**config.mk**
```make
export PLATFORM = sky130hd
export DESIGN_NAME = uart_wb_master
export DESIGN_NICKNAME = d
export VERILOG_FILES = /design/src/rtl/uart_wb_master.sv
export SDC_FILE = /design/constraint.sdc
export NUM_CORES = 1
export LEC_CHECK = 0
export ABC_AREA = 0
export CAP_MARGIN = 25
export CORE_MARGIN = 3
export CORE_UTILIZATION = 53
export CTS_CLUSTER_DIAMETER = 40
export DETAILED_ROUTE_END_ITERATION = 8
export PLACE_DENSITY_LB_ADDON = 0.3
export SYNTH_ARGS = -nofsm -noshare
export SYNTH_HDL_FRONTEND = slang
export SYNTH_SLANG_ARGS = --single-unit
```
**constraint.sdc**
```tcl
create_clock -name wb_clk_i -period 14.3 [get_ports wb_clk_i]
set_input_delay 3.575 -clock wb_clk_i [delete_from_list [all_inputs] [get_ports wb_clk_i]]
set_output_delay 3.575 -clock wb_clk_i [all_outputs]
set_load 0.05 [all_outputs]
```
**src/rtl/uart_wb_master.sv**
```systemverilog
// UART-driven Wishbone initiator: parses 'W'/'R' commands, runs one pipelined bus cycle
// and streams back a status byte ('K', 'E' or '?') plus read data, MSB first.
module uart_wb_master #(
  parameter int WB_TIMEOUT = 1024,
  parameter int RX_TIMEOUT = 5000000
) (
  input  logic        wb_clk_i,
  input  logic        wb_rst_i,
  input  logic [7:0]  rx_byte_i,
  input  logic        rx_valid_i,
  output logic [7:0]  tx_byte_o,
  output logic        tx_valid_o,
  input  logic        tx_ready_i,
  output logic        busy_o,
  output logic        wb_cyc_o,
  output logic        wb_stb_o,
  output logic        wb_we_o,
  output logic [31:0] wb_adr_o,
  output logic [31:0] wb_dat_o,
  output logic [3:0]  wb_sel_o,
  input  logic        wb_stall_i,
  input  logic        wb_ack_i,
  input  logic        wb_err_i,
  input  logic [31:0] wb_dat_i
);
  localparam int BW = $clog2(WB_TIMEOUT + 1);
  localparam int RW = $clog2(RX_TIMEOUT + 1);
  localparam logic [BW-1:0] BUS_LAST = BW'(WB_TIMEOUT - 1);
  localparam logic [RW-1:0] RX_LAST  = RW'(RX_TIMEOUT - 1);
  localparam logic [7:0] CMD_W = 8'h57;
  localparam logic [7:0] CMD_R = 8'h52;
  localparam logic [7:0] RSP_K = 8'h4B;
  localparam logic [7:0] RSP_E = 8'h45;
  localparam logic [7:0] RSP_Q = 8'h3F;

  typedef enum logic [2:0] {IDLE, ADDR, DATA, BUS_REQ, BUS_WAIT, RESP} state_t;
  state_t state, next_state;

  logic          we;
  logic [31:0]   adr;
  logic [31:0]   dat;
  logic [31:0]   rdata;
  logic [1:0]    cnt;
  logic [BW-1:0] bus_timer;
  logic [RW-1:0] rx_timer;
  logic [7:0]    code;
  logic [2:0]    last;
  logic [2:0]    idx;
  logic [7:0]    queue_code;
  logic [2:0]    queue_last;
  logic          in_cycle, bus_done, rx_expired, bus_expired, tx_fire, byte_last;

  assign in_cycle    = (state == BUS_REQ) || (state == BUS_WAIT);
  assign bus_done    = in_cycle && (wb_ack_i || wb_err_i);
  assign rx_expired  = (rx_timer == RX_LAST);
  assign bus_expired = (bus_timer == BUS_LAST);
  assign tx_fire     = (state == RESP) && tx_ready_i;
  assign byte_last   = rx_valid_i && (cnt == 2'd3);

  always_ff @(posedge wb_clk_i or posedge wb_rst_i) begin
    if (wb_rst_i) state <= IDLE;
    else          state <= next_state;
  end

  always_comb begin
    next_state = state;
    unique case (state)
      IDLE:
        if (rx_valid_i)
          next_state = (rx_byte_i == CMD_W || rx_byte_i == CMD_R) ? ADDR : RESP;
      ADDR:
        if (byte_last) begin
          if (we)                          next_state = DATA;
          else if (rx_byte_i[1:0] != 2'b00) next_state = RESP;
          else                             next_state = BUS_REQ;
        end else if (!rx_valid_i && rx_expired) begin
          next_state = IDLE;
        end
      DATA:
        if (byte_last)                          next_state = (adr[1:0] != 2'b00) ? RESP : BUS_REQ;
        else if (!rx_valid_i && rx_expired)     next_state = IDLE;
      BUS_REQ:
        if (bus_done)         next_state = RESP;
        else if (!wb_stall_i) next_state = BUS_WAIT;
      BUS_WAIT:
        if (bus_done || bus_expired) next_state = RESP;
      RESP:
        if (tx_fire && idx == last) next_state = IDLE;
      default: next_state = IDLE;
    endcase
  end

  // Response chosen in the cycle that enters RESP; err beats ack, anything else is 'E'.
  always_comb begin
    queue_code = RSP_E;
    queue_last = 3'd0;
    if (state == IDLE) begin
      queue_code = RSP_Q;
    end else if (in_cycle && wb_ack_i && !wb_err_i) begin
      queue_code = RSP_K;
      queue_last = we ? 3'd0 : 3'd4;
    end
  end

  always_ff @(posedge wb_clk_i or posedge wb_rst_i) begin
    if (wb_rst_i) begin
      we        <= 1'b0;
      adr       <= '0;
      dat       <= '0;
      rdata     <= '0;
      cnt       <= '0;
      bus_timer <= '0;
      rx_timer  <= '0;
      code      <= '0;
      last      <= '0;
      idx       <= '0;
    end else begin
      if (state != RESP && next_state == RESP) begin
        code <= queue_code;
        last <= queue_last;
        idx  <= '0;
      end else if (tx_fire) begin
        idx <= idx + 3'd1;
      end
      if (in_cycle && wb_ack_i) rdata <= wb_dat_i;
      case (state)
        IDLE:
          if (rx_valid_i) begin
            we       <= (rx_byte_i == CMD_W);
            cnt      <= '0;
            rx_timer <= '0;
          end
        ADDR: begin
          rx_timer <= rx_valid_i ? '0 : rx_timer + 1'b1;
          if (rx_valid_i) begin
            adr <= {adr[23:0], rx_byte_i};
            cnt <= cnt + 2'd1;
          end
        end
        DATA: begin
          rx_timer <= rx_valid_i ? '0 : rx_timer + 1'b1;
          if (rx_valid_i) begin
            dat <= {dat[23:0], rx_byte_i};
            cnt <= cnt + 2'd1;
          end
        end
        BUS_REQ:  bus_timer <= '0;
        BUS_WAIT: bus_timer <= bus_timer + 1'b1;
        default: ;
      endcase
    end
  end

  always_comb begin
    wb_cyc_o   = 1'b0;
    wb_stb_o   = 1'b0;
    wb_we_o    = 1'b0;
    wb_adr_o   = '0;
    wb_dat_o   = '0;
    wb_sel_o   = 4'h0;
    tx_valid_o = 1'b0;
    tx_byte_o  = 8'h00;
    busy_o     = (state != IDLE);
    if (in_cycle) begin
      wb_cyc_o = 1'b1;
      wb_stb_o = (state == BUS_REQ);
      wb_we_o  = we;
      wb_adr_o = adr;
      wb_dat_o = we ? dat : 32'h0;
      wb_sel_o = 4'hF;
    end
    if (state == RESP) begin
      tx_valid_o = 1'b1;
      case (idx)
        3'd1:    tx_byte_o = rdata[31:24];
        3'd2:    tx_byte_o = rdata[23:16];
        3'd3:    tx_byte_o = rdata[15:8];
        3'd4:    tx_byte_o = rdata[7:0];
        default: tx_byte_o = code;
      endcase
    end
  end
endmodule

```
# Yosys cells after proc, flatten, opt, wreduce, memory -nomap -nowiden
# Cells that the tools add are included.
# Widths: inputs -> output; s select.
# totals
ff_bits,150
inputBits,47
out_inout_bits,81
elab_cells,98
# classes
n_addsub,4
n_eq_ne,19
muxes,37
reduce_logical,27
# ops
cell,count
$mux 32,3
$mux 3,17
$mux 23,2
$pmux 23 s2,1
$pmux 8 s4,1
$add 23x1->23 const B,1
$eq 23x23->1 const B,1
$pmux 11 s2,1
$pmux 3 s6,1
$eq 8x7->1 const B,2
$eq 3x2->1 const B,4
$eq 3x3->1 const B,4
$add 11x1->11 const B,1
$eq 11x10->1 const B,1
$reduce_bool 2->1,5
$logic_and 1x1->1,8
$mux 4,2
$mux 8,1
$reduce_and 2->1,4
$mux 7,1
$eq 3x1->1 const B,2
$logic_or 1x1->1,4
$mux 1,4
$mux 2,2
13 further kinds,14

# Depth between registers and ports, before layout
# Gate-level depths: netlist (run 1).
# depth
ltp_word,9
depth_mapped,9
depth_no_buf,7

# Worst setup path after synthesis (run 1)
# OpenSTA, ideal clock, no wires.
# synth_path
kind,reg-to-output
startpoint,reg state[2]
endpoint,out wb_adr_o[22]
arrival_time_ns,2.499
path_slack_ns,8.226
path_stages_with_launch,7
path_cell_list,dfrtp_1 > nand3b_2 > inv_1 > nor2_2 > inv_2 > clkbuf_1 > and2_1
# synth_via
elab_chain_cells,3
elab_cells_between_ends,4
cone_classes,2 x eq/ne; 1 x mux; 1 x reduce/logical
# synth_rtl
element,line,text
"start, declared",37,"state_t state, next_state;"
"start signal, assigned",62,else state <= next_state;
$eq 3x2->1 or $eq 3x3->1 (tied branches),53,assign in_cycle = (state == BUS_REQ) || (state == BUS_WAIT);
$logic_or 1x1->1 (*),53,
$mux 32 (*),164,if (in_cycle) begin
"end, declared",18,"output logic [31:0] wb_adr_o,"
# Every way passes the cells marked *; elsewhere a longest branch is shown, timed or not.

# Final worst setup path (run 1)
# layout_path
startpoint,reg state[0]
endpoint,out wb_dat_o[16]
# layout_via
elab_chain_cells,3
elab_cells_between_ends,4
cone_classes,2 x eq/ne; 1 x mux; 1 x reduce/logical
# layout_rtl
element,line,text
$eq 3x2->1 or $eq 3x3->1 (tied branches),53,
$logic_or 1x1->1 (*),53,
$mux 32 (*),164,
"end, declared",19,"output logic [31:0] wb_dat_o,"
# Marks and branches as above.

==> reports/metrics.yaml, run 1 <==
timing.hold.ws_ns: 0.477
synth_top_flop_cell: "dfrtp_1"
num_vias: 5385
cp-start-kind: "register"
synth_seq_area_share_pct: 49.7
crit_family: "buffers and inverters"
routed_wl_microns: 16800
grt_start_max_net_pins: 77
maxCapViolCount: 0
drive_gt1_share_pct: 20.2
cts_setup_buffers: 0
worstSkewPairLatency_ns: 0.43
ys_async_sr_fraction_pct: 100
maxSlewHeadroom_pct: 41.9
htree_levels: 4
grt_pass1_vias: 5304
cts_buffers: 17
status: "complete, no violations"
rr_endpoint: "rdata[21]$_DFFE_PP0P_"
ctsHoldBuffers: 0
grt_overflow: 0
drt-initial-drc-count: 483
drc: 0
grtUsageTotal_pct: 22.6
critPathSlowestCell: "clkdlybuf4s50_1"
ys_ff_latch: 145
dieWidth_microns: 123
seq_area_sq_um: 3630
dpl.cell_count: 904
yosysWarnings: 0
io_pins: 128
multiInputGateArea_sq_um: 3380
cts.repair.resized: 0
synth_cell_types: 68
grt_pass1_wl_microns: 26900
synthCells: 637
instances_no_fill: 937
hpwl_microns: 11200
reg2reg_slack_ns: 11.14
synth_fp_nets: 692
avgSynthCellArea_sq_um: 11.5
power_density_nw_per_um2: 194
hold_viol_final: 0
cp_num_buf_inv: 3
rr_startpoint: "state[0]$_DFF_PP0_"
setup.worst_path.start: "state[0]$_DFF_PP0_"
maxSlewViolCount: 0
path_depth: 6
r2r_cells: 6
hold_class: "reg -> reg"
cts_tree: "built"
clock_skew_ns: 0.00813
path_cells: "nand3b_2 > inv_1 > nor2_2 > inv_2 > and3_1 > clkdlybuf4s50_1"
finalSetupViolCount: 0
die-area_sq_um: 15200
rsz0062_at_grt: "false"
min_path_cells: 1
arrival_ns: 3.56
period_minus_slack_ns: 7.14
wl_per_cell_microns: 18.0
cp_max_fo: 72
critPathKind: "reg -> out"
num_antenna_cells: 0
antenna_left: 0
vias_per_cell: 5.75
crit_required_ns: 10.72
p_leak_nw: 4.09
ir_worst_vdd_v: 0.000101
final.setup.tns_ns: 0
start_util_pct: 54.7
numPortBuffers: 127
gp_congestion: 0.852
cts-root-buf: "clkbuf_16"
endpoint: "wb_dat_o[16]"
area_delta_synth_final_pct: 25.9
fmax_mhz: 140
max_stage_delay_ns: 0.82
cts_num_sinks: 145
die_y_microns: 123
rows: 42
tightest_slew_ns: 0.870
clk_path_buf_depth: 2
endpoint_kind: "output pin"
fillers: 964
final_core_util_pct: 68.8
synth-edff-count: 0
path_clk_slew_ns: 0.06
synth_area_sq_um: 7300
fin_crit_sh_pct: 49.9
hp-start: "code[0]$_DFFE_PP0P_"
layout.nets: 803
antenna_found_initial: 0
coreArea_sq_um: 13300
first_pass_iters: 6
-- metrics by stage --
stage	total power [mW]	worst slack, ns	instance area, sq um
2_1_floorplan	1.16	6.83	7300
3_3_place_gp	1.33	7.80	8590
3_5_place_dp	1.35	7.63	8590
4_1_cts	1.79	7.17	9160
5_1_grt	1.87	6.86	9190
6_report	1.78	7.16	9190
-- report_power, final --
group	internal [mW]	switching [mW]	leakage (nW)
Sequential	0.529	0.104	1.86
Combinational	0.306	0.411	1.97
Clock	0.255	0.177	0.264
Total	1.09	0.693	4.09
-- cells in the mapped netlist, drive strengths merged, types with 4 or more instances --
| library cell | n | area share [%] |
|---|---|---|
| ha | 8 | 1.4 |
| a22oi | 8 | 0.82 |
| nand4 | 14 | 1.4 |
| dfrtp | 145 | 50 |
| and2 | 34 | 2.9 |
| and4 | 5 | 0.60 |
| clkbuf | 17 | 0.89 |
| a21oi | 28 | 2.1 |
| a32oi | 4 | 0.48 |
| nor3 | 7 | 0.55 |
| buf | 23 | 2.4 |
| xor2 | 12 | 1.4 |
| nand2 | 24 | 1.3 |
| inv | 15 | 0.77 |
| or3 | 5 | 0.43 |
| nand2b | 4 | 0.38 |
| and3 | 39 | 3.3 |
| o21ai | 37 | 2.5 |
| nand3 | 26 | 1.8 |
| nor2 | 30 | 1.6 |
| mux2 | 97 | 16 |
| a21o | 4 | 0.51 |
-- layout by cell type, fill, tap and decap left out, types with 5 or more instances in the layout --
cell	netlist	layout
a21oi_1	27	27
dfrtp_1	145	145
and2_1	34	34
xor2_1	12	12
nand2_1	23	23
clkdlybuf4s50_1	0	127
ha_1	8	8
inv_1	14	13
nor3_1	6	6
nand4_1	13	13
mux2_4	28	28
o21ai_0	37	37
or3_1	5	5
nor2_1	29	27
and4_1	5	5
nand3_1	26	26
a22oi_1	8	8
mux2_2	68	68
clkbuf_16	0	17
and3_1	39	39
clkinvlp_4	0	6
-- cell families after synthesis --
kind of cell    synth area share, %
xor+xnor                       1.80
buf+inv                        4.06
fa+ha+maj                      1.37
flops                          49.7
simple gates                   17.0
compound gates                 9.53
mux                            16.5
-- metal layers --
metal,up-vias,GRT usage [%],wire [microns]
li1,2525,-,-
met1,2686,30.3,7290
met2,147,36.0,8400
met3,27,5.40,808
met4,0,7.96,325
met5,-,0,0
-- cell type report --
cell class,instances,share of cell area [%]
clock buffer,18,4.67
clock inverter,14,1.55
inverter,15,0.667
multi-input combinational,437,36.8
sequential,145,39.5
tap,176,2.40
timing repair buffer,132,14.5
-- state kept, by name (all words and copies together), names as in the netlist --
| name | cells |
|---|---|
| adr | 32 |
| bus_timer | 11 |
| cnt | 2 |
| code | 5 |
| dat | 32 |
| idx | 3 |
| last | 1 |
| rdata | 32 |
| rx_timer | 23 |
| state | 3 |
| we | 1 |
-- how the worst min path moves through the flow --
stage / to
floorplan: code[0]$_DFFE_PP0P_
global placement: code[0]$_DFFE_PP0P_
detailed placement: code[0]$_DFFE_PP0P_
CTS: code[0]$_DFFE_PP0P_
global route: code[0]$_DFFE_PP0P_
finish: code[0]$_DFFE_PP0P_
Power figures use the tool's default switching activity.
==> run 2, diff against run 1 <==
--- a/config.mk
+++ b/config.mk
@@ -8,7 +8,7 @@
 export ABC_AREA = 0
 export CAP_MARGIN = 25
 export CORE_MARGIN = 3
-export CORE_UTILIZATION = 53
+export CORE_UTILIZATION = 48
 export CTS_CLUSTER_DIAMETER = 40
 export DETAILED_ROUTE_END_ITERATION = 8
 export PLACE_DENSITY_LB_ADDON = 0.3
==> constraint.sdc (replaced) <==
create_clock -name wb_clk_i -period 6.12 [get_ports wb_clk_i]
set_input_delay 1.53 -clock wb_clk_i [delete_from_list [all_inputs] [get_ports wb_clk_i]]
set_output_delay 1.53 -clock wb_clk_i [all_outputs]
set_load 0.05 [all_outputs]
==> run 2 against run 1 <==
Net effect: flip-flop and latch count unchanged; die area up 9.9%; critical path depth unchanged; critical path type unchanged; setup slack worse by 6.2 ns; critical endpoint is now wb_dat_o[11]; largest power group unchanged.
==> reports/metrics.yaml, run 2 (synthesized netlist as in run 1, its figures left out) <==
timing.hold.ws_ns: 0.481  # was 0.477 ns
critPathKind: "reg -> out"  # unchanged
maxCapViolCount: 0  # unchanged
ir_worst_vdd_v: 0.000236  # was 0.000101 V
final.setup.tns_ns: 0  # unchanged
maxSlewHeadroom_pct: 40.2  # was 41.9%
tightest_slew_ns: 0.897  # was 0.870 ns
final_common_cell: "dfrtp_1"  # unchanged
gp_congestion: 0.796  # was 0.852
grt_pass1_vias: 5494  # was 5304
cts_buffers: 17  # unchanged
min_path_cells: 1  # unchanged
finalSetupViolCount: 0  # unchanged
cp_max_fo: 72  # unchanged
rr_endpoint: "rdata[4]$_DFFE_PP0P_"  # was rdata[21]$_DFFE_PP0P_
worstSkewPairLatency_ns: 0.42  # was 0.43 ns
reg2reg_slack_ns: 2.92  # was 11.14 ns
drive_gt1_share_pct: 20.1  # was 20.2%
fillers: 1121  # was 964
status: "complete, no violations"  # unchanged
cts_num_sinks: 145  # unchanged
dpl.cell_count: 912  # was 904
num_antenna_cells: 0  # unchanged
hp-start: "code[0]$_DFFE_PP0P_"  # unchanged
layout_common_cells: "145 x dfrtp_1, 127 x clkdlybuf4s50_1, 68 x mux2_2"  # unchanged
die-area_sq_um: 16700  # was 15200 sq um
coreArea_sq_um: 14700  # was 13300 sq um
max_stage_delay_ns: 0.81  # was 0.82 ns
r2r_cells: 6  # unchanged
rsz0062_at_grt: "false"  # unchanged
maxSlewViolCount: 0  # unchanged
area_delta_synth_final_pct: 26.2  # was 25.9%
path_cells: "nand3b_2 > inv_1 > nor2_2 > inv_2 > and3_1 > clkdlybuf4s50_1"  # unchanged
wl_per_cell_microns: 18.1  # was 18.0 microns
power_density_nw_per_um2: 454  # was 194 nW/um^2
clock_skew_ns: 0.0121  # was 0.00813 ns
num_vias: 5387  # was 5385
antenna_found_initial: 0  # unchanged
crit_required_ns: 4.59  # was 10.72 ns
critPathSlowestCell: "clkdlybuf4s50_1"  # unchanged
die_y_microns: 129  # was 123 microns
fin_crit_sh_pct: 83.5
drc: 0  # unchanged
grt_overflow: 0  # unchanged
htree_levels: 4  # unchanged
cts_setup_buffers: 0  # unchanged
hold_class: "reg -> reg"  # unchanged
path_clk_slew_ns: 0.06  # about the same
start_util_pct: 49.7  # was 54.7%
period_minus_slack_ns: 5.11
rows: 44  # was 42
p_leak_nw: 4.10  # was 4.09 nW
layout.nets: 803  # unchanged
endpoint_kind: "output pin"  # unchanged
drt-initial-drc-count: 348  # was 483
reg.largest.list: "adr: 32 flops, dat: 32 flops, rdata: 32 flops"  # unchanged
hpwl_microns: 11700  # was 11200 microns
cts.repair.resized: 0  # unchanged
clk_path_buf_depth: 2  # unchanged
grt_pass1_wl_microns: 27500  # was 26900 microns
hold_viol_final: 0  # unchanged
io_pins: 128  # unchanged
first_pass_iters: 4  # was 6
ctsHoldBuffers: 0  # unchanged
arrival_ns: 3.58  # was 3.56 ns
numPortBuffers: 127  # unchanged
cts_tree: "built"  # unchanged
grtUsageTotal_pct: 20.7  # was 22.6%
rr_startpoint: "state[0]$_DFF_PP0_"  # unchanged
routed_wl_microns: 17100  # was 16800 microns
antenna_left: 0  # unchanged
hold_end: "code[0]$_DFFE_PP0P_"  # unchanged
vias_per_cell: 5.70  # was 5.75
cts-root-buf: "clkbuf_16"  # unchanged
cp-start-kind: "register"  # unchanged
fmax_mhz: 196
grt_start_max_net_pins: 109  # was 77
instances_no_fill: 945  # was 937
dieWidth_microns: 129  # was 123 microns
-- run 2: cell types whose count changed in the layout (fill, tap and decap cells not counted), sizes merged --
cell	delta
clkinvlp	-3
clkbuf	+2
clkinv	+1
-- run 2: critical path: cells and delay by family (launching register included) --
kind | cells | cell delay (ns)
buf+inv | 3 | 1.66
flops | 1 | 0.78
simple gates | 3 | 0.70
-- run 2: worst max path at each step --
stage / end / start / depth (start not counted)
floorplan: adr[0]$_DFFE_PP0P_ / wb_rst_i / 1
global placement: wb_adr_o[9] / state[0]$_DFF_PP0_ / 6
global route: wb_dat_o[7] / state[0]$_DFF_PP0_ / 6
CTS: wb_dat_o[4] / state[0]$_DFF_PP0_ / 6
finish: wb_dat_o[11] / state[0]$_DFF_PP0_ / 6
detailed placement: wb_dat_o[4] / state[0]$_DFF_PP0_ / 6
-- run 2: final cells by class --
| type | instances | area, sq um | share of cell area (%) |
|---|---|---|---|
| flip-flops and latches | 145 | 3630 | 39.4 |
| multi-input cells | 437 | 3380 | 36.7 |
| repair buffers | 132 | 1330 | 14.4 |
| clock buffers | 20 | 447 | 4.85 |
| well taps | 184 | 230 | 2.50 |
| clock inverters | 12 | 136 | 1.48 |
| inverters | 15 | 61.3 | 0.666 |
-- run 2: power by group --
part	internal (mW)	leakage, nW	switching, mW	total [mW]
Combinational	0.715	1.97	0.959	1.67
Sequential	1.24	1.86	0.253	1.49
Clock	0.612	0.276	0.407	1.02
-- run 2: per-stage QoR --
stage	total power [mW]	worst slack, ns	utilization (%)	cell area (sq um)
final	4.18	1.01	62.7	9210
after global routing	4.40	0.755	62.7	9210
after CTS	4.20	1.02	62.5	9180
after detailed placement	3.16	1.48	58.5	8600
after global placement	3.10	1.64	58.5	8600
after floorplan	2.71	0.695	-	7300
-- run 2: layer usage --
metal	part of all wire (%)	global-route usage, %	up-vias
li1	-	-	2529
met1	43	26.3	2712
met2	52	35.1	126
met3	3.5	4.62	20
met4	1.3	7.23	0
met5	0	0	-
